--- config.mk ---
export PLATFORM = sky130hd
export DESIGN_NAME = dmac_bus_arbiter
export DESIGN_NICKNAME = d
export VERILOG_FILES = /design/src/rtl/dmac_bus_pkg.sv /design/src/rtl/arb_hold_counter.sv /design/src/rtl/dmac_bus_arbiter.sv
export SDC_FILE = /design/constraint.sdc
export NUM_CORES = 1
export LEC_CHECK = 0
export CORE_MARGIN = 2
export CORE_UTILIZATION = 45
export CTS_CLUSTER_SIZE = 14
export DETAILED_ROUTE_END_ITERATION = 8
export GPL_TIMING_DRIVEN = 0
export PLACE_DENSITY_LB_ADDON = 0.3
export RECOVER_POWER = 50
export SYNTH_ARGS = -nofsm -noshare
export SYNTH_HDL_FRONTEND = slang
export SYNTH_SLANG_ARGS = --single-unit
--- constraint.sdc ---
create_clock -name clk -period 1.63 [get_ports clk]
set_input_delay 0.4075 -clock clk [delete_from_list [all_inputs] [get_ports clk]]
set_output_delay 0.4075 -clock clk [all_outputs]
set_load 0.005 [all_outputs]
--- src/rtl/dmac_bus_pkg.sv ---
// Shared types and helpers for the DMAC two-master bus arbiter.
//   htrans_e     : AHB-lite HTRANS encoding
//   arb_state_e  : arbiter ownership states
//   MST_CPU/DMA  : master IDs as driven on HMaster / HMaster_D
//   is_boundary  : transfer boundary (a point where the grant may move)
//   is_xfer      : HTRANS value that carries a real transfer (NONSEQ/SEQ)
package dmac_bus_pkg;

   typedef enum logic [1:0] {
      HT_IDLE   = 2'b00,
      HT_BUSY   = 2'b01,
      HT_NONSEQ = 2'b10,
      HT_SEQ    = 2'b11
   } htrans_e;

   typedef enum logic [0:0] {
      CPU_OWN = 1'b0,
      DMA_OWN = 1'b1
   } arb_state_e;

   localparam logic MST_CPU = 1'b0;
   localparam logic MST_DMA = 1'b1;

   // A burst may only be interrupted before its first beat or after its
   // last one: SEQ/BUSY mean mid-burst, HReady low means the bus is stalled.
   function automatic logic is_boundary(input logic hready, input logic [1:0] htrans);
      return hready && ((htrans == HT_IDLE) || (htrans == HT_NONSEQ));
   endfunction

   function automatic logic is_xfer(input logic [1:0] htrans);
      return (htrans == HT_NONSEQ) || (htrans == HT_SEQ);
   endfunction

endpackage

--- src/rtl/arb_hold_counter.sv ---
// Saturating hold counter used to bound how long one master may keep the
// bus while the other one is waiting.
//   clk_i  : clock
//   rst_i  : synchronous active-high reset (count -> 0)
//   inc_i  : count one accepted transfer (ignored once saturated)
//   clr_i  : clear to 0; takes priority over inc_i
//   sat_o  : count has reached MAX
module arb_hold_counter #(
   parameter int CNT_W = 5,
   parameter int MAX   = 16
) (
   input  logic clk_i,
   input  logic rst_i,
   input  logic inc_i,
   input  logic clr_i,
   output logic sat_o
);

   localparam logic [CNT_W-1:0] MAX_C = CNT_W'(MAX);

   logic [CNT_W-1:0] cnt_q;
   logic [CNT_W-1:0] cnt_d;

   assign sat_o = (cnt_q == MAX_C);

   always_comb begin
      cnt_d = cnt_q;
      if (clr_i) begin
         cnt_d = '0;
      end else if (inc_i && !sat_o) begin
         cnt_d = cnt_q + 1'b1;
      end
   end

   always_ff @(posedge clk_i) begin
      if (rst_i) begin
         cnt_q <= '0;
      end else begin
         cnt_q <= cnt_d;
      end
   end

endmodule

--- src/rtl/dmac_bus_arbiter.sv ---
// Two-master AHB-lite arbiter between the CPU (master 0) and the DMAC
// (master 1). The CPU is the parked default owner. Ownership moves only on
// transfer boundaries so bursts are never split, and two hold counters stop
// either master from starving the other.
//   clk, rst              : clock, synchronous active-high reset
//   Cpu_Req, Cpu_HTrans   : CPU request and HTRANS
//   Dma_Req, Dma_HTrans   : DMAC Bus_Req and MTrans
//   HReady                : bus HREADY
//   Cpu_Grant, Dma_Grant  : one-hot address-phase grants
//   HMaster               : address-phase owner (address/control mux select)
//   HMaster_D             : data-phase owner (HWDATA mux, HRDATA/HRESP routing)
module dmac_bus_arbiter
   import dmac_bus_pkg::*;
#(
   parameter int MAX_DMA_HOLD = 16,
   parameter int CPU_QUANTUM  = 4,
   parameter int CNT_W        = 5
) (
   input  logic       clk,
   input  logic       rst,
   input  logic       Cpu_Req,
   input  logic [1:0] Cpu_HTrans,
   input  logic       Dma_Req,
   input  logic [1:0] Dma_HTrans,
   input  logic       HReady,
   output logic       Cpu_Grant,
   output logic       Dma_Grant,
   output logic       HMaster,
   output logic       HMaster_D
);

   localparam logic [0:0] S_CPU_OWN = CPU_OWN;
   localparam logic [0:0] S_DMA_OWN = DMA_OWN;

   logic [0:0] state_q;
   logic [0:0] state_d;
   logic       hmaster_d_q;
   logic       owner_is_dma;
   logic [1:0] owner_htrans;
   logic       bnd;
   logic       state_chg;
   logic       cpu_inc;
   logic       cpu_clr;
   logic       cpu_sat;
   logic       dma_inc;
   logic       dma_clr;
   logic       dma_sat;

   assign owner_is_dma = (state_q == S_DMA_OWN);
   assign owner_htrans = owner_is_dma ? Dma_HTrans : Cpu_HTrans;
   assign bnd          = is_boundary(HReady, owner_htrans);

   always_comb begin
      state_d = state_q;
      if (bnd) begin
         case (state_q)
            S_CPU_OWN: begin
               if (Dma_Req && (!Cpu_Req || cpu_sat)) begin
                  state_d = S_DMA_OWN;
               end
            end
            default: begin
               if (!Dma_Req || (Cpu_Req && dma_sat)) begin
                  state_d = S_CPU_OWN;
               end
            end
         endcase
      end
   end

   assign state_chg = (state_d != state_q);

   // Counters only accumulate while the other master is actually waiting;
   // a change of owner or the waiter dropping its request restarts them.
   assign cpu_inc = !owner_is_dma && HReady && is_xfer(Cpu_HTrans) && Dma_Req;
   assign cpu_clr = state_chg || !Dma_Req;
   assign dma_inc = owner_is_dma && HReady && is_xfer(Dma_HTrans) && Cpu_Req;
   assign dma_clr = state_chg || !Cpu_Req;

   arb_hold_counter #(
      .CNT_W (CNT_W),
      .MAX   (CPU_QUANTUM)
   ) u_cpu_cnt (
      .clk_i (clk),
      .rst_i (rst),
      .inc_i (cpu_inc),
      .clr_i (cpu_clr),
      .sat_o (cpu_sat)
   );

   arb_hold_counter #(
      .CNT_W (CNT_W),
      .MAX   (MAX_DMA_HOLD)
   ) u_dma_cnt (
      .clk_i (clk),
      .rst_i (rst),
      .inc_i (dma_inc),
      .clr_i (dma_clr),
      .sat_o (dma_sat)
   );

   always_ff @(posedge clk) begin
      if (rst) begin
         state_q     <= S_CPU_OWN;
         hmaster_d_q <= MST_CPU;
      end else begin
         state_q <= state_d;
         // The data phase follows the address phase by one accepted cycle,
         // so the beat issued in a switching cycle still routes to the old owner.
         if (HReady) begin
            hmaster_d_q <= owner_is_dma ? MST_DMA : MST_CPU;
         end
      end
   end

   assign Cpu_Grant = (state_q == S_CPU_OWN);
   assign Dma_Grant = (state_q == S_DMA_OWN);
   assign HMaster   = owner_is_dma ? MST_DMA : MST_CPU;
   assign HMaster_D = hmaster_d_q;

endmodule
* Yosys cells after proc, flatten, opt, wreduce, memory -nomap -nowiden
Index checks and enable logic that the tools add are counted.
Storage, ports and cells: output and inout port bits 4, flip-flop bits (word level) 12, logic and storage cells 47, bits of input ports 9
Operators by class: bitwise logic cells 1, reductions and logical operators 26, multiplexer cells 6, eq/ne operators 8, $add $sub $neg 2
Operator list (number):
- logical AND 1 bit | 11
- adder 5 x 1 -> 5 bit, second input constant | 2
- equality test 2 bit, second input constant | 5
- logical OR 1 bit | 7
- equality test 5 x 3 -> 1 bit, second input constant | 1
- equality test 5 bit, second input constant | 1
- zero test 1 bit | 5
- 2-to-1 mux 1 bit | 5
- OR reduction 2 bit | 2
- zero test 2 bit | 1
- 2-to-1 mux 2 bit | 1
- != test 1 bit | 1
- NOT 1 bit | 1

* Longest topological paths before layout
word-level depth 9, gate-level depth with buffers 7, depth with buffers taken out 6

* Cells and area by module
From an unflattened synthesis, not the netlist that was laid out.
Second synthesis, totals: cell total of the unflattened synthesis 84, area total of the unflattened synthesis 729.4 µm²
By module, submodules not included:
- arb_hold_counter (u_dma_cnt) | area each 281.5 µm², cells each 29, seq. area each 100.1 µm², instances 1
- arb_hold_counter (u_cpu_cnt) | area each 269.0 µm², cells each 30, seq. area each 100.1 µm², instances 1
- dmac_bus_arbiter | area each 178.9 µm², cells each 25, seq. area each 40.0 µm², instances 1

* Worst setup path before layout
No wires, ideal clock.
path type reg-to-reg, start register u_dma_cnt.cnt_q[0], end register u_dma_cnt.cnt_q[0], path slack 0.048 ns, data arrival time 1.517 ns, cell stages (with the launch flop) 7, data required time 1.565 ns, period minus slack after synthesis 1.582 ns, buffers on the path 0, setup time 0.065 ns, cell sequence dfxtp_1 -> inv_1 -> ha_1 -> and4bb_1 -> a2111oi_4 -> o221ai_2 -> nor2_1
Between the ends: cells in the longest elaborated chain, start to end 9, elaborated cells between the ends (all ways) 12, classes of those cells add/sub (1); eq/ne (2); mux (3); reduce/logical (6)
Ends and longest elaborated chain:
- start, declared | RTL line arb_hold_counter.sv:21 | logic [CNT_W-1:0] cnt_q;
- start signal, assigned | RTL line arb_hold_counter.sv:39 | cnt_q <= cnt_d;
- equality test 5 bit | RTL line arb_hold_counter.sv:24 | assign sat_o = (cnt_q == MAX_C);
- logical AND 1 bit | RTL line dmac_bus_arbiter.sv:63 | if (!Dma_Req || (Cpu_Req && dma_sat)) begin
- logical OR 1 bit | RTL line dmac_bus_arbiter.sv:63
- 2-to-1 mux 1 bit | RTL line dmac_bus_arbiter.sv:63
- 2-to-1 mux 1 bit | RTL line dmac_bus_arbiter.sv:56 | case (state_q)
- 2-to-1 mux 1 bit | RTL line dmac_bus_arbiter.sv:55 | if (bnd) begin
- != test 1 bit | RTL line dmac_bus_arbiter.sv:71 | assign state_chg = (state_d != state_q);
- logical OR 1 bit | RTL line dmac_bus_arbiter.sv:78 | assign dma_clr = state_chg || !Cpu_Req;
- OR reduction 2 bit (no source line)
Several ways; a longest one is shown, not always the timed one. A chain may end at the register's enable or synchronous reset.

* Worst setup path after layout
start input port Dma_HTrans[0], end register u_cpu_cnt.cnt_q[0]
Between the ends: cells in the longest elaborated chain, start to end 8, elaborated cells between the ends (all ways) 9, classes of those cells eq/ne (2); mux (2); reduce/logical (5)
Ends and longest elaborated chain:
- start, declared | RTL line dmac_bus_arbiter.sv:24 | input logic [1:0] Dma_HTrans,
- 2-to-1 mux 2 bit * | RTL line dmac_bus_arbiter.sv:50 | assign owner_htrans = owner_is_dma ? Dma_HTrans : Cpu_HTrans;
- equality test 2 bit or zero test 2 bit (tied branches) | RTL line dmac_bus_pkg.sv:27 | return hready && ((htrans == HT_IDLE) || (htrans == HT_NONSEQ));
- logical OR 1 bit * | RTL line dmac_bus_pkg.sv:27
- logical AND 1 bit * | RTL line dmac_bus_pkg.sv:27
- 2-to-1 mux 1 bit * | RTL line dmac_bus_arbiter.sv:55
- != test 1 bit * | RTL line dmac_bus_arbiter.sv:71
- logical OR 1 bit * | RTL line dmac_bus_arbiter.sv:76 | assign cpu_clr = state_chg || !Dma_Req;
- OR reduction 2 bit (no source line) *
- end signal, assigned | RTL line arb_hold_counter.sv:39
- end, declared | RTL line arb_hold_counter.sv:21
Mark *: on every way between the ends. The rest lies on a longest branch, timed or not.

==> impl_metrics.toml <==
[global_route]
grtUsageTotal_pct = 16.6
overflow = 0
antenna_found_initial = 0
grt_pass1_wl_um = 2330
grt_max_degree = 10
grt_pass1_vias = 586

[power_and_ir_drop]
p_leak_nw = 0.384
ir_worst_vdd_v = 0.000318
power_per_cell_area_nw_per_um2 = 572
power_mw = 0.542

[synth]
async_flop_share_pct = 0
ys_seq_area_share_pct = 32.4
synthCells = 82
yosys-top-cells-count = "nor2_1, dfxtp_1, inv_1, nand2_1"
synth_area_um2 = 741
syn_avg_cell_area_um2 = 9.03
synthTopCellsByArea = "dfxtp_1, ha_1, nor2_1"
synth_edf_count = 0
ys_types = 33
synth_top_area_share_pct = 32.4
ys.flop_type = "dfxtp_1"
ys_ff_latch = 12
yosysTopAreaCell = "dfxtp_1"
yosysMostFrequentCell = "nor2_1"
ys_warn_count = 0
syn-num-nets = 95

[sta]
slew_headroom_pct = 77.1
finalMaxSlewViolations = 0
finClkSkew_ns = 0.00570
rsz0062_at_grt = "yes"
tightest_slew_ns = 0.343
timing.final.hold_violations = 0
setup_viol = 1
timing.fmax_ghz = 0.598
period_share_pct = 103
fin_crit_ns = 1.67
setup_ws_ns = -0.0421

[critical_path]
max_stage_delay_ns = 0.44
crit_required_ns = 1.81
reg2regPathDepth = 6
critPathArrivalTime_ns = 1.85
r2r-start = "u_dma_cnt.cnt_q[1]"
r2r_slack_ns = 0
cp-start-kind = "input pin"
cp_max_fo = 3
crit_chain = "clkdlybuf4s50_1 > mux2_4 > a2111oi_4 > nor2_1 > a311oi_1"
critical-path-slowest-cell = "clkdlybuf4s50_1"
reg2reg_to = "u_cpu_cnt.cnt_q[0]"
critPathKind = "in -> reg"
worst_setup_path_end_kind = "flip-flop"

[detailed_routing]
via_count = 630
antenna_left = 0
drt_iter0_drc = 13
route.detailed.drc = 0
routed_via_density = 5.43
wl_per_cell_um = 11.9
drt-total-wl_um = 1390
dr.pass1.iters = 4

[floorplan]
initial_core_util_pct = 48.6
core_region_area_um2 = 1520
chipHeight_um = 44.6
die_x_um = 44.6
dieArea_um2 = 1990
ioPinCount = 13
rows = 14

[finish]
area_delta_synth_final_pct = 27.9
final-seq-area_um2 = 244
nFillCells = 141
num_antenna_cells = 0
drive_gt1_share_pct = 23.0
multi_input_area_um2 = 469
utilization_pct = 62.2
nets = 115

[place]
gp_routability_congestion = 0.739
portBuffers = 12
dp_hpwl_um = 1050

[worst_hold_path]
worstHoldEndpoint = "u_cpu_cnt.cnt_q[1]"
worst_hold_startpoint = "u_cpu_cnt.cnt_q[1]"
hold_path_depth = 2
hold_class = "reg -> reg"

[cts]
cts_tree = "yes"
clockRootBuffer = "clkbuf_4"
h-tree-depth = 1
cts_sinks = 12
cts_hold_buf = 0
cts_made_buffers = 3
cts_buffer_depth = 2
worst_skew_pair.late_latency_ns = 0.27
clkTransAtPathRegs_ns = 0.07

[status]
violations = "setup timing"
outcome = "finished, violations left"

[job]
cap_viol_max_count = 0
==> stage by stage <==
step	hold WS [ns]	worst slack [ns]	cell area, um2	TNS, ns	cells
finish	0.494	-0.0421	947	-0.0421	116
CTS	0.494	-0.0203	925	-0.0203	115
global placement	0.478	-0.310	881	-2.94	110
detailed placement	0.483	-0.311	881	-3.02	110
global route	0.520	-0.0964	947	-0.271	116
floorplan	0.462	0.0480	741	0	82
==> flip-flops by register name, summed over array words and instances, names as in the netlist <==
name             count
u_dma_cnt.cnt_q      5
Dma_Grant            1
HMaster_D            1
u_cpu_cnt.cnt_q      5
==> how the worst max path moves through the flow <==
stage	end	slack [ns]	start	cells past startpoint
finish	u_cpu_cnt.cnt_q[0]	-0.04	Dma_HTrans[0]	5
global route	u_cpu_cnt.cnt_q[0]	-0.1	u_dma_cnt.cnt_q[0]	6
CTS	u_cpu_cnt.cnt_q[0]	-0.02	u_dma_cnt.cnt_q[1]	6
global placement	u_cpu_cnt.cnt_q[0]	-0.31	Cpu_Req	5
detailed placement	u_dma_cnt.cnt_q[3]	-0.31	Cpu_Req	5
floorplan	u_dma_cnt.cnt_q[0]	0.05	u_dma_cnt.cnt_q[0]	6
==> routing by layer <==
metal	vias to the layer above	part of all wire (%)	GRT usage [%]
li1	327	-	-
met1	282	49	19.0
met2	17	45	26.7
met3	4	4.1	4.90
met4	0	1.4	10.9
met5	-	0	0
==> repair_timing <==
item / 4_1_cts / 5_1_grt
resized for setup: 7 / 5
endpoints found under the hold margin: 0 / 0
setup endpoints to repair: 12 / 11
setup buffers: 2 / 1
pin swaps: 3 / 6
==> worst max-delay path, delay by kind of cell <==
kind / cells / cell delay, ns
multiplexers: 1 / 0.29
AO/OA/AOI/OAI: 2 / 0.61
AND/OR/NAND/NOR: 1 / 0.10
buffers and inverters: 1 / 0.44
==> area by class of cell <==
cell class	count	share of cell area, %
tap	16	2.11
sequential	12	25.8
multi-input combinational	60	49.5
timing repair buffer	15	15.1
buffer	3	2.38
inverter	7	2.77
clock buffer	3	2.38
==> cell families after synthesis <==
kind of cell | Yosys count | synth area share (%)
xor gates and xnor gates | 7 | 8.28
DFF | 12 | 32.4
muxes | 4 | 6.08
and+or+nand+nor | 36 | 27.4
buffers and inverters | 10 | 6.59
AOI/OAI and AO/OA | 9 | 12.5
adders and majority gates | 4 | 6.76
==> cell usage in the layout (no fill, tap or decap), types with 2 or more instances in the layout <==
master | Yosys | layout
nor2_1 | 13 | 13
inv_1 | 7 | 5
dlygate4sd2_1 | 0 | 2
mux2i_1 | 3 | 3
inv_2 | 0 | 2
xor2_1 | 4 | 4
nand4_1 | 3 | 3
ha_1 | 4 | 3
buf_4 | 1 | 4
xnor2_1 | 3 | 3
nand3_1 | 3 | 3
clkbuf_4 | 0 | 3
dfxtp_2 | 0 | 3
clkdlybuf4s50_1 | 0 | 9
dfxtp_1 | 12 | 9
nand2_1 | 6 | 6
==> where the power goes <==
| part | internal, mW | leakage (nW) | switching [mW] | total, mW |
|---|---|---|---|---|
| clock network | 0.0854 | 0.0138 | 0.0897 | 0.175 |
| registers | 0.295 | 0.0982 | 0.00139 | 0.296 |
| logic | 0.0377 | 0.272 | 0.0330 | 0.0708 |
| total | 0.418 | 0.384 | 0.124 | 0.542 |
No activity file was read; power rests on OpenSTA's default activity.
